<file path="config.mk">
export PLATFORM = sky130hd
export DESIGN_NAME = reorder_buffer
export DESIGN_NICKNAME = d
export VERILOG_FILES = /design/src/rtl/fcpu_pkg.sv /design/src/rtl/rob_read_port.sv /design/src/rtl/reorder_buffer.sv
export SDC_FILE = /design/constraint.sdc
export NUM_CORES = 2
export LEC_CHECK = 0
export BUFFER_PORTS_ARGS = -buffer_cell sky130_fd_sc_hd__buf_4
export CORE_ASPECT_RATIO = 0.8
export CORE_MARGIN = 2
export CORE_UTILIZATION = 30
export DETAILED_ROUTE_END_ITERATION = 12
export PLACE_DENSITY = 0.51
export SLEW_MARGIN = 10
export SYNTH_ARGS = -nofsm -noshare
export SYNTH_HDL_FRONTEND = slang
export SYNTH_SLANG_ARGS = --single-unit
</file>
<file path="constraint.sdc">
create_clock -name clk -period 3.4 [get_ports clk]
set_clock_uncertainty 0.15 [all_clocks]
set_input_delay 0.68 -clock clk [delete_from_list [all_inputs] [get_ports clk]]
set_output_delay 0.68 -clock clk [all_outputs]
set_load 0.02 [all_outputs]
</file>
<file path="src/rtl/fcpu_pkg.sv">
// fcpu_pkg: shared widths and types for the out-of-order core slice.
//   RSV_ID_W   - reservation-station / ROB tag width carried on the CDB
//   DATA_W     - operand / result width
//   CDB_W      - common data bus payload {tag, data}
//   REG_ADDR_W - architectural register address width
//   rob_entry_t - one reorder-buffer slot
package fcpu_pkg;
   localparam int RSV_ID_W   = 5;
   localparam int DATA_W     = 32;
   localparam int CDB_W      = RSV_ID_W + DATA_W;
   localparam int REG_ADDR_W = 5;

   typedef struct packed {
      logic                  valid;
      logic                  done;
      logic [REG_ADDR_W-1:0] dest;
      logic [DATA_W-1:0]     data;
   } rob_entry_t;
endpackage

</file>
<file path="src/rtl/rob_read_port.sv">
// rob_read_port: one operand lookup port of the reorder buffer.
//   rd_id            - tag requested by dispatch
//   ent_valid/done/data - ROB entry selected by rd_id's index bits
//   cdb_valid/tag/data  - current CDB broadcast, used as a same-cycle bypass
//   rd_ready/rd_data    - operand available and its value (0 when not ready)
module rob_read_port
   import fcpu_pkg::*;
#(
   parameter int ROB_ID_W = 4
) (
   input  logic [RSV_ID_W-1:0] rd_id,
   input  logic                ent_valid,
   input  logic                ent_done,
   input  logic [DATA_W-1:0]   ent_data,
   input  logic                cdb_valid,
   input  logic [RSV_ID_W-1:0] cdb_tag,
   input  logic [DATA_W-1:0]   cdb_data,
   output logic                rd_ready,
   output logic [DATA_W-1:0]   rd_data
);
   // Tags with bits set above the index never name a ROB entry.
   logic in_range;
   assign in_range = ((rd_id >> ROB_ID_W) == '0);

   always_comb begin
      rd_ready = 1'b0;
      rd_data  = '0;
      if (in_range && ent_valid && !ent_done && cdb_valid && (cdb_tag == rd_id)) begin
         rd_ready = 1'b1;
         rd_data  = cdb_data;
      end else if (in_range && ent_valid && ent_done) begin
         rd_ready = 1'b1;
         rd_data  = ent_data;
      end
   end
endmodule

</file>
<file path="src/rtl/reorder_buffer.sv">
// reorder_buffer: circular in-order buffer. Allocates destination tags at
// dispatch, captures results from the CDB, serves operand lookups and retires
// results in program order to the register file.
//   clk, nrst          - clock, asynchronous active-low reset
//   i_valid/i_dest     - dispatch allocation request and its dest register
//   i_ready            - an entry can be allocated this cycle
//   o_alloc_id         - tag the next allocation receives
//   rd_id/rd_ready/rd_data - two operand lookup ports
//   cdb_valid/cdb      - result broadcast {tag, data}
//   c_valid/c_id/c_reg/c_data, c_ready - in-order retirement handshake
//   i_flush            - discard every entry
//   o_count            - number of occupied entries
module reorder_buffer
   import fcpu_pkg::*;
#(
   parameter int ROB_ID_W   = 4,
   parameter int REG_ADDR_W = fcpu_pkg::REG_ADDR_W
) (
   input  logic                          clk,
   input  logic                          nrst,
   input  logic                          i_valid,
   input  logic [REG_ADDR_W-1:0]         i_dest,
   output logic                          i_ready,
   output logic [RSV_ID_W-1:0]           o_alloc_id,
   input  logic [1:0][RSV_ID_W-1:0]      rd_id,
   output logic [1:0]                    rd_ready,
   output logic [1:0][DATA_W-1:0]        rd_data,
   input  logic                          cdb_valid,
   input  logic [CDB_W-1:0]              cdb,
   output logic                          c_valid,
   output logic [RSV_ID_W-1:0]           c_id,
   output logic [REG_ADDR_W-1:0]         c_reg,
   output logic [DATA_W-1:0]             c_data,
   input  logic                          c_ready,
   input  logic                          i_flush,
   output logic [ROB_ID_W:0]             o_count
);
   localparam int ROB_N = 1 << ROB_ID_W;

   rob_entry_t            rob_q [ROB_N];
   // Pointers carry one extra wrap bit so full and empty are distinguishable.
   logic [ROB_ID_W:0]     head_q, tail_q;
   logic [ROB_ID_W-1:0]   head_idx, tail_idx, cdb_idx;
   logic [RSV_ID_W-1:0]   cdb_tag;
   logic [DATA_W-1:0]     cdb_data;
   logic                  full, alloc, capture, retire;

   assign head_idx = head_q[ROB_ID_W-1:0];
   assign tail_idx = tail_q[ROB_ID_W-1:0];
   assign full     = (head_idx == tail_idx) && (head_q[ROB_ID_W] != tail_q[ROB_ID_W]);
   assign o_count  = tail_q - head_q;

   assign i_ready    = !full && !i_flush;
   assign o_alloc_id = RSV_ID_W'(tail_idx);
   assign alloc      = i_valid && i_ready;

   assign cdb_tag  = cdb[CDB_W-1 -: RSV_ID_W];
   assign cdb_data = cdb[DATA_W-1:0];
   assign cdb_idx  = cdb_tag[ROB_ID_W-1:0];
   // Entry must already be valid before the edge, so a broadcast to the slot
   // being allocated this cycle is dropped.
   assign capture  = cdb_valid && !i_flush && ((cdb_tag >> ROB_ID_W) == '0) &&
                     rob_q[cdb_idx].valid && !rob_q[cdb_idx].done;

   assign c_valid = rob_q[head_idx].valid && rob_q[head_idx].done && !i_flush;
   assign c_id    = RSV_ID_W'(head_idx);
   assign c_reg   = rob_q[head_idx].dest;
   assign c_data  = rob_q[head_idx].data;
   assign retire  = c_valid && c_ready;

   // Allocate, capture and retire always hit distinct entries: the allocated
   // slot is invalid, the captured one is valid and not done, the retired one
   // is done.
   always_ff @(posedge clk or negedge nrst) begin
      if (!nrst) begin
         for (int i = 0; i < ROB_N; i++) rob_q[i] <= '0;
         head_q <= '0;
         tail_q <= '0;
      end else if (i_flush) begin
         for (int i = 0; i < ROB_N; i++) rob_q[i] <= '0;
         head_q <= '0;
         tail_q <= '0;
      end else begin
         if (alloc) begin
            rob_q[tail_idx] <= '{valid: 1'b1, done: 1'b0, dest: i_dest, data: '0};
            tail_q          <= tail_q + (ROB_ID_W+1)'(1);
         end
         if (capture) begin
            rob_q[cdb_idx].done <= 1'b1;
            rob_q[cdb_idx].data <= cdb_data;
         end
         if (retire) begin
            rob_q[head_idx] <= '0;
            head_q          <= head_q + (ROB_ID_W+1)'(1);
         end
      end
   end

   for (genvar k = 0; k < 2; k++) begin : g_rd
      rob_read_port #(.ROB_ID_W(ROB_ID_W)) u_port (
         .rd_id     (rd_id[k]),
         .ent_valid (rob_q[rd_id[k][ROB_ID_W-1:0]].valid),
         .ent_done  (rob_q[rd_id[k][ROB_ID_W-1:0]].done),
         .ent_data  (rob_q[rd_id[k][ROB_ID_W-1:0]].data),
         .cdb_valid (cdb_valid),
         .cdb_tag   (cdb_tag),
         .cdb_data  (cdb_data),
         .rd_ready  (rd_ready[k]),
         .rd_data   (rd_data[k])
      );
   end
endmodule

</file>
Yosys cells after proc, flatten, opt, wreduce, memory -nomap -nowiden
Cells that the tools add are included.
{ "word_totals": {"word_cells": 162, "out_inout_bits": 120, "in_bits": 58, "register_bits": 634} }
{ "classes": {"n_reduce_logical": 33, "n_lt_le_gt_ge": 8, "addsub": 3, "muxes": 41, "eq_ne": 4, "n_bitwise": 7} }
{ "ops": {"columns": ["op", "n"], "rows": [
  ["$mux W624", 6],
  ["$bwmux W624", 3],
  ["$and A624 B624 Y624", 1],
  ["$bmux W39 S4", 4],
  ["$demux W39 S4", 4],
  ["$not A624 Y624", 1],
  ["$mux W39", 10],
  ["$mux W32", 5],
  ["$mux W38", 1],
  ["$ge A5 B5 Y1 const B", 5],
  ["$not A4 Y5", 5],
  ["$logic_and A1 B1 Y1", 23],
  ["$mux W5", 4],
  ["$logic_not A5 Y1", 3],
  ["$lt A5 B1 Y1 const B", 3],
  ["$add A5 B1 Y5 const B", 2],
  ["$eq A5 B5 Y1", 2],
  ["$logic_not A1 Y1", 5],
  ["$sub A5 B5 Y5", 1],
  ["$eq A4 B4 Y1", 1],
  ["$mux W1", 4],
  ["$reduce_bool A2 Y1", 2],
  ["$ne A1 B1 Y1", 1]
]} }

Depth between registers and ports, before layout
{ "logic_depth": {"ltp_word": 15, "ltp_mapped": 13, "mapped_depth_nobuf": 7} }

By module
Synthesis repeated with hierarchy kept, for this count alone.
{ "hier_totals": {"hier_cells": 2764, "hier_area_um2": 38699.6} }
{ "modules_own_cells": {"columns": ["module", "seq_area_each_um2", "cells_per_inst", "instances", "area_each_um2"], "rows": [
  ["reorder_buffer", 15865.2, 2534, 1, 37163.1],
  ["rob_read_port", 0.0, 115, 2, 768.2]
]} }

Worst setup path after synthesis
No wires, ideal clock.
{ "synth_timing": {"path_type": "in2out", "startpoint": "in rd_id[5] (netlist bit)", "endpoint": "out rd_data[54] (netlist bit)", "arrival_ps": 2456, "setup_slack_ps": 114, "stages": 7, "path_buffers": 4, "required_time_ps": 2570, "path_cell_list": "buf_2 -> buf_2 -> buf_2 -> mux2i_1 -> clkbuf_1 -> nand2_1 -> a21oi_1"} }
{ "synth_lines": {"columns": ["element", "line_no", "source"], "rows": [
  ["start, declared", "reorder_buffer.sv:25", "input logic [1:0][RSV_ID_W-1:0] rd_id,"],
  ["end, declared", "reorder_buffer.sv:27", "output logic [1:0][DATA_W-1:0] rd_data,"]
]} }

Worst setup path after layout
{ "layout_timing": {"startpoint": "reg head_q[0]", "endpoint": "out c_data[21]"} }
{ "layout_via": {"elab_chain_len": 4} }
{ "layout_rtl": {"columns": ["element", "line_no", "source"], "rows": [
  ["start, declared", "reorder_buffer.sv:42", "logic [ROB_ID_W:0] head_q, tail_q;"],
  ["start signal, assigned", "reorder_buffer.sv:94", "head_q <= head_q + (ROB_ID_W+1)'(1);"],
  ["$not A4 Y5 (implied by the code)", "reorder_buffer.sv:68", "assign c_data = rob_q[head_idx].data;"],
  ["$bmux W39 S4", "reorder_buffer.sv:68", null],
  ["$mux W39 (implied by the code) (2 in series)", "reorder_buffer.sv:68", null],
  ["end, declared", "reorder_buffer.sv:33", "output logic [DATA_W-1:0] c_data,"]
]} }
No other way between the ends. The select of a mux whose other input is x is not followed.

==> results.toml <==
[run_status]
status = "finished, violations left"
violations = "negative setup slack"

[sta]
setup-violations-final = 104
drv_slew = 0
fmax_mhz = 269.4
rsz0062_at_grt = "yes"
final.min_clock_period_ns = 3.712
worst_pin_slew_ns = 1.106
max-slew-margin-rel_pct = 26.27
final.period_utilization_pct = 109.2
hold_violations = 0
finalWorstSetupSlack_ns = -0.3116

[power]
power.switching_mw = 5.010
pwr-share-seq_pct = 41.0
clockPowerShare_pct = 48.4
power_frac_comb_pct = 10.6
leakagePower_nw = 25.34
sw_frac_of_total_pct = 27.06
p_per_area_mw_per_mm2 = 338.6
p_total_mw = 18.51
ir_drop_mv = 0.3132
internal_power_mw = 13.50

[routing]
via_per_inst = 6.113
routed_wl_um = 201500
drtAntennaViolNets = 0
drcViolationCount = 0
drtIter0Drc = 4785
drt-wirelength-per-cell_um = 33.00
vias = 37329
dr.pass1.iters = 6

[clocking]
clk_pin_slew_ns = 0.06
cts_tree = "done"
cts_buffers = 79
clkSinkCount = 634
cts-root-buf = "clkbuf_16"
clkLatencyLatePin_ns = 0.67
cts_htree_levels = 3
clockBufferDepth = 3

[setup_path]
worstSetupPathType = "reg -> out"
endpoint_kind = "output port"
startpoint_type = "flip-flop"
crit_path_max_fanout = 8
cp.arrival_ns = 2.88
crit_required_ns = 2.57

[synth]
synth_seq_cells = 634
synth_warnings = 0
synth_edf_count = 0
syn_avg_cell_area_um2 = 11.03
synth_top_area_share_pct = 35.99
synth.area.top_cells = "dfrtp_1 36%, mux4_2 24%, mux2i_1 13%"
synth_adder_area_share_pct = 0.3860
yosysSeqAreaShare_pct = 35.99
synth_top_family_by_area = "multiplexers"
synth.distinct_cells = 59
synth.area.mux_share_pct = 37.05
syn_area_mm2 = 0.04408
yosys_most_used_dff = "dfrtp_1"
yosysTopAreaCell = "dfrtp_1"
synth_xor_area_share_pct = 0.3775
synthArstFlopShare_pct = 100.0
yosys.area_share.simple_pct = 14.78
synth_compound_area_share_pct = 5.779
syn_inst = 3995

[die]
dieArea_mm2 = 0.1500
rows = 125
die_w_um = 432.6
start_util_pct = 30.30
die-height_um = 346.8
pin_count = 178
coreArea_mm2 = 0.1455

[final_layout]
layout-drive-gt1-share_pct = 32.62
final_core_util_pct = 37.59
final_cells = 6106
area_growth_pct = 24.03
fin_nets = 4212

[global_routing]
grt_pass1_vias = 36635
overflow = 0
grt_max_degree = 151
grt_antenna_before_repair = 4
grt_pass1_wl_um = 283700
gr-usage-all-layers_pct = 26.27

[placement]
portBuffers = 175
dp_cells = 5898
place_congestion = 0.8928
dpl.hpwl_um = 117200
dp_slack_ns = -0.2317

[flow_run]
drv_cap = 0

[worst_hold_path]
min_path_type = "in -> reg"
cell type report:
class	count	area, um^2
inverters	28	115.1
multi-input cells	2863	27030
clock inverters	23	320.3
clock buffers	117	2366
well taps	1905	2384
diodes	1	2.502
fillers	13954	90780
repair buffers	535	6555
flip-flops and latches	634	15900
timing repair:
action / 4_1_cts / 5_1_grt
buffers inserted: 40 / 25
endpoints found under the setup margin: 105 / 106
gates resized for setup: 229 / 147
pin swaps: 39 / 52
gates cloned: 12 / 8
hold buffers: 1 / 0
endpoints found under the hold margin: 5 / 0
final timing paths:
| kind | from | end | slack, ns | cells past startpoint |
|---|---|---|---|---|
| worst max-delay path | head_q[0]$_DFFE_PN0P_ | c_data[21] | -0.31 | 6 |
| worst min-delay path | i_dest[4] | rob_q[504]$_DFF_PN0_ | 0.23 | 3 |
| worst max register to register | head_q[0]$_DFFE_PN0P_ | rob_q[150]$_DFF_PN0_ | 0.12 | 11 |
| worst min register to register | rob_q[385]$_DFF_PN0_ | rob_q[385]$_DFF_PN0_ | 0.37 | 2 |
| max in group asynchronous | nrst | rob_q[233]$_DFF_PN0_ | 1.55 | 4 |
| min in group asynchronous | nrst | rob_q[485]$_DFF_PN0_ | 0.51 | 3 |
cells in the mapped netlist, drive strengths merged (2+ instances only):
cell type,count
o221a,2
mux2,11
buf,266
nand2b,8
clkbuf,205
nand2,586
o2111ai,7
nor2,203
o22a,2
nor2b,7
and3,4
a22oi,129
mux4,465
a2111oi,2
nand3,500
mux2i,572
nand4,5
ha,12
and2,120
inv,28
o21ai,13
o221ai,2
xor2,11
dfrtp,634
a31o,4
nor4,2
a21o,13
a31oi,15
a21oi,138
nand3b,2
a211oi,2
xnor2,8
nor3,6
sequential cells by signal (all words and copies together), names as in the netlist:
name	count
head_q	5
rob_q	624
tail_q	5
layer usage:
metal  share of wire [%]  vias to the layer above  wire length [um]  GRT usage [%]
li1                    -                    15003                 -              -
met1                  41                    19420             82360          36.11
met2                  43                     2456             87150          38.43
met3                  11                      446             22730          7.765
met4                 4.6                        4              9213          10.92
met5               0.013                        -                26              0
through the flow:
step	area, um^2	setup TNS, ns	hold WS [ns]
6_report	54670	-24.53	0.2254
5_1_grt	54670	-30.64	0.2209
4_1_cts	53780	-27.22	0.1876
3_5_place_dp	49470	-3.667	0.3587
3_3_place_gp	49470	-3.972	0.3476
2_1_floorplan	44080	0	0.2344
cell families (layout without fill, tap and decap cells):
logic type	Yosys count	after routing
XOR/XNOR	19	19
buffers and inverters	499	703
flip-flops	634	634
other	1	3
AO/OA/AOI/OAI	335	335
multiplexers	1048	1048
AND/OR/NAND/NOR	1446	1446
adder cells (fa/ha/maj)	13	13
cell usage in the layout (no fill, tap or decap), types with 5 or more instances in the layout:
| master | synthesis | routed |
|---|---|---|
| clkbuf_1 | 205 | 19 |
| nand2_1 | 586 | 566 |
| dfrtp_2 | 0 | 17 |
| nor2_4 | 0 | 6 |
| xnor2_1 | 8 | 8 |
| mux2_2 | 8 | 6 |
| nor2_1 | 200 | 194 |
| buf_16 | 0 | 11 |
| and2_1 | 116 | 114 |
| clkbuf_8 | 0 | 14 |
| inv_1 | 25 | 24 |
| bufinv_16 | 0 | 7 |
| a21o_1 | 13 | 13 |
| nand4_1 | 5 | 5 |
| mux4_2 | 465 | 465 |
| mux2i_1 | 571 | 567 |
| buf_6 | 36 | 101 |
| a21oi_2 | 0 | 36 |
| buf_12 | 0 | 136 |
| clkbuf_16 | 0 | 92 |
| xor2_1 | 11 | 11 |
| o21ai_4 | 12 | 12 |
| buf_8 | 0 | 13 |
| a21oi_4 | 0 | 24 |
| nand3_1 | 497 | 438 |
| a21oi_1 | 138 | 78 |
| clkinv_2 | 0 | 9 |
| nand3_4 | 0 | 35 |
| nand2b_1 | 8 | 6 |
| buf_4 | 32 | 264 |
| nand2_2 | 0 | 16 |
| a22oi_1 | 129 | 129 |
| a31oi_4 | 12 | 13 |
| dfrtp_1 | 634 | 614 |
| ha_1 | 12 | 11 |
| nand3_2 | 3 | 27 |
critical path, stage by stage (launching register included):
cell and delay (ns):
dfrtp_4 0.42, buf_12 0.18, buf_12 0.18, buf_8 0.13
mux4_2 0.51, mux4_2 0.61, buf_6 0.18
power by group through the flow:
stage                     Clock [mW]  Sequential, mW  Combinational [mW]
after global routing            9.35            7.59                2.03
after global placement             0            7.73                1.87
after floorplan                    0            7.72               0.922
after CTS                       9.07            7.59                1.91
after detailed placement           0            7.73                1.88
final                           8.96            7.59                1.96
Power figures use the tool's default switching activity.
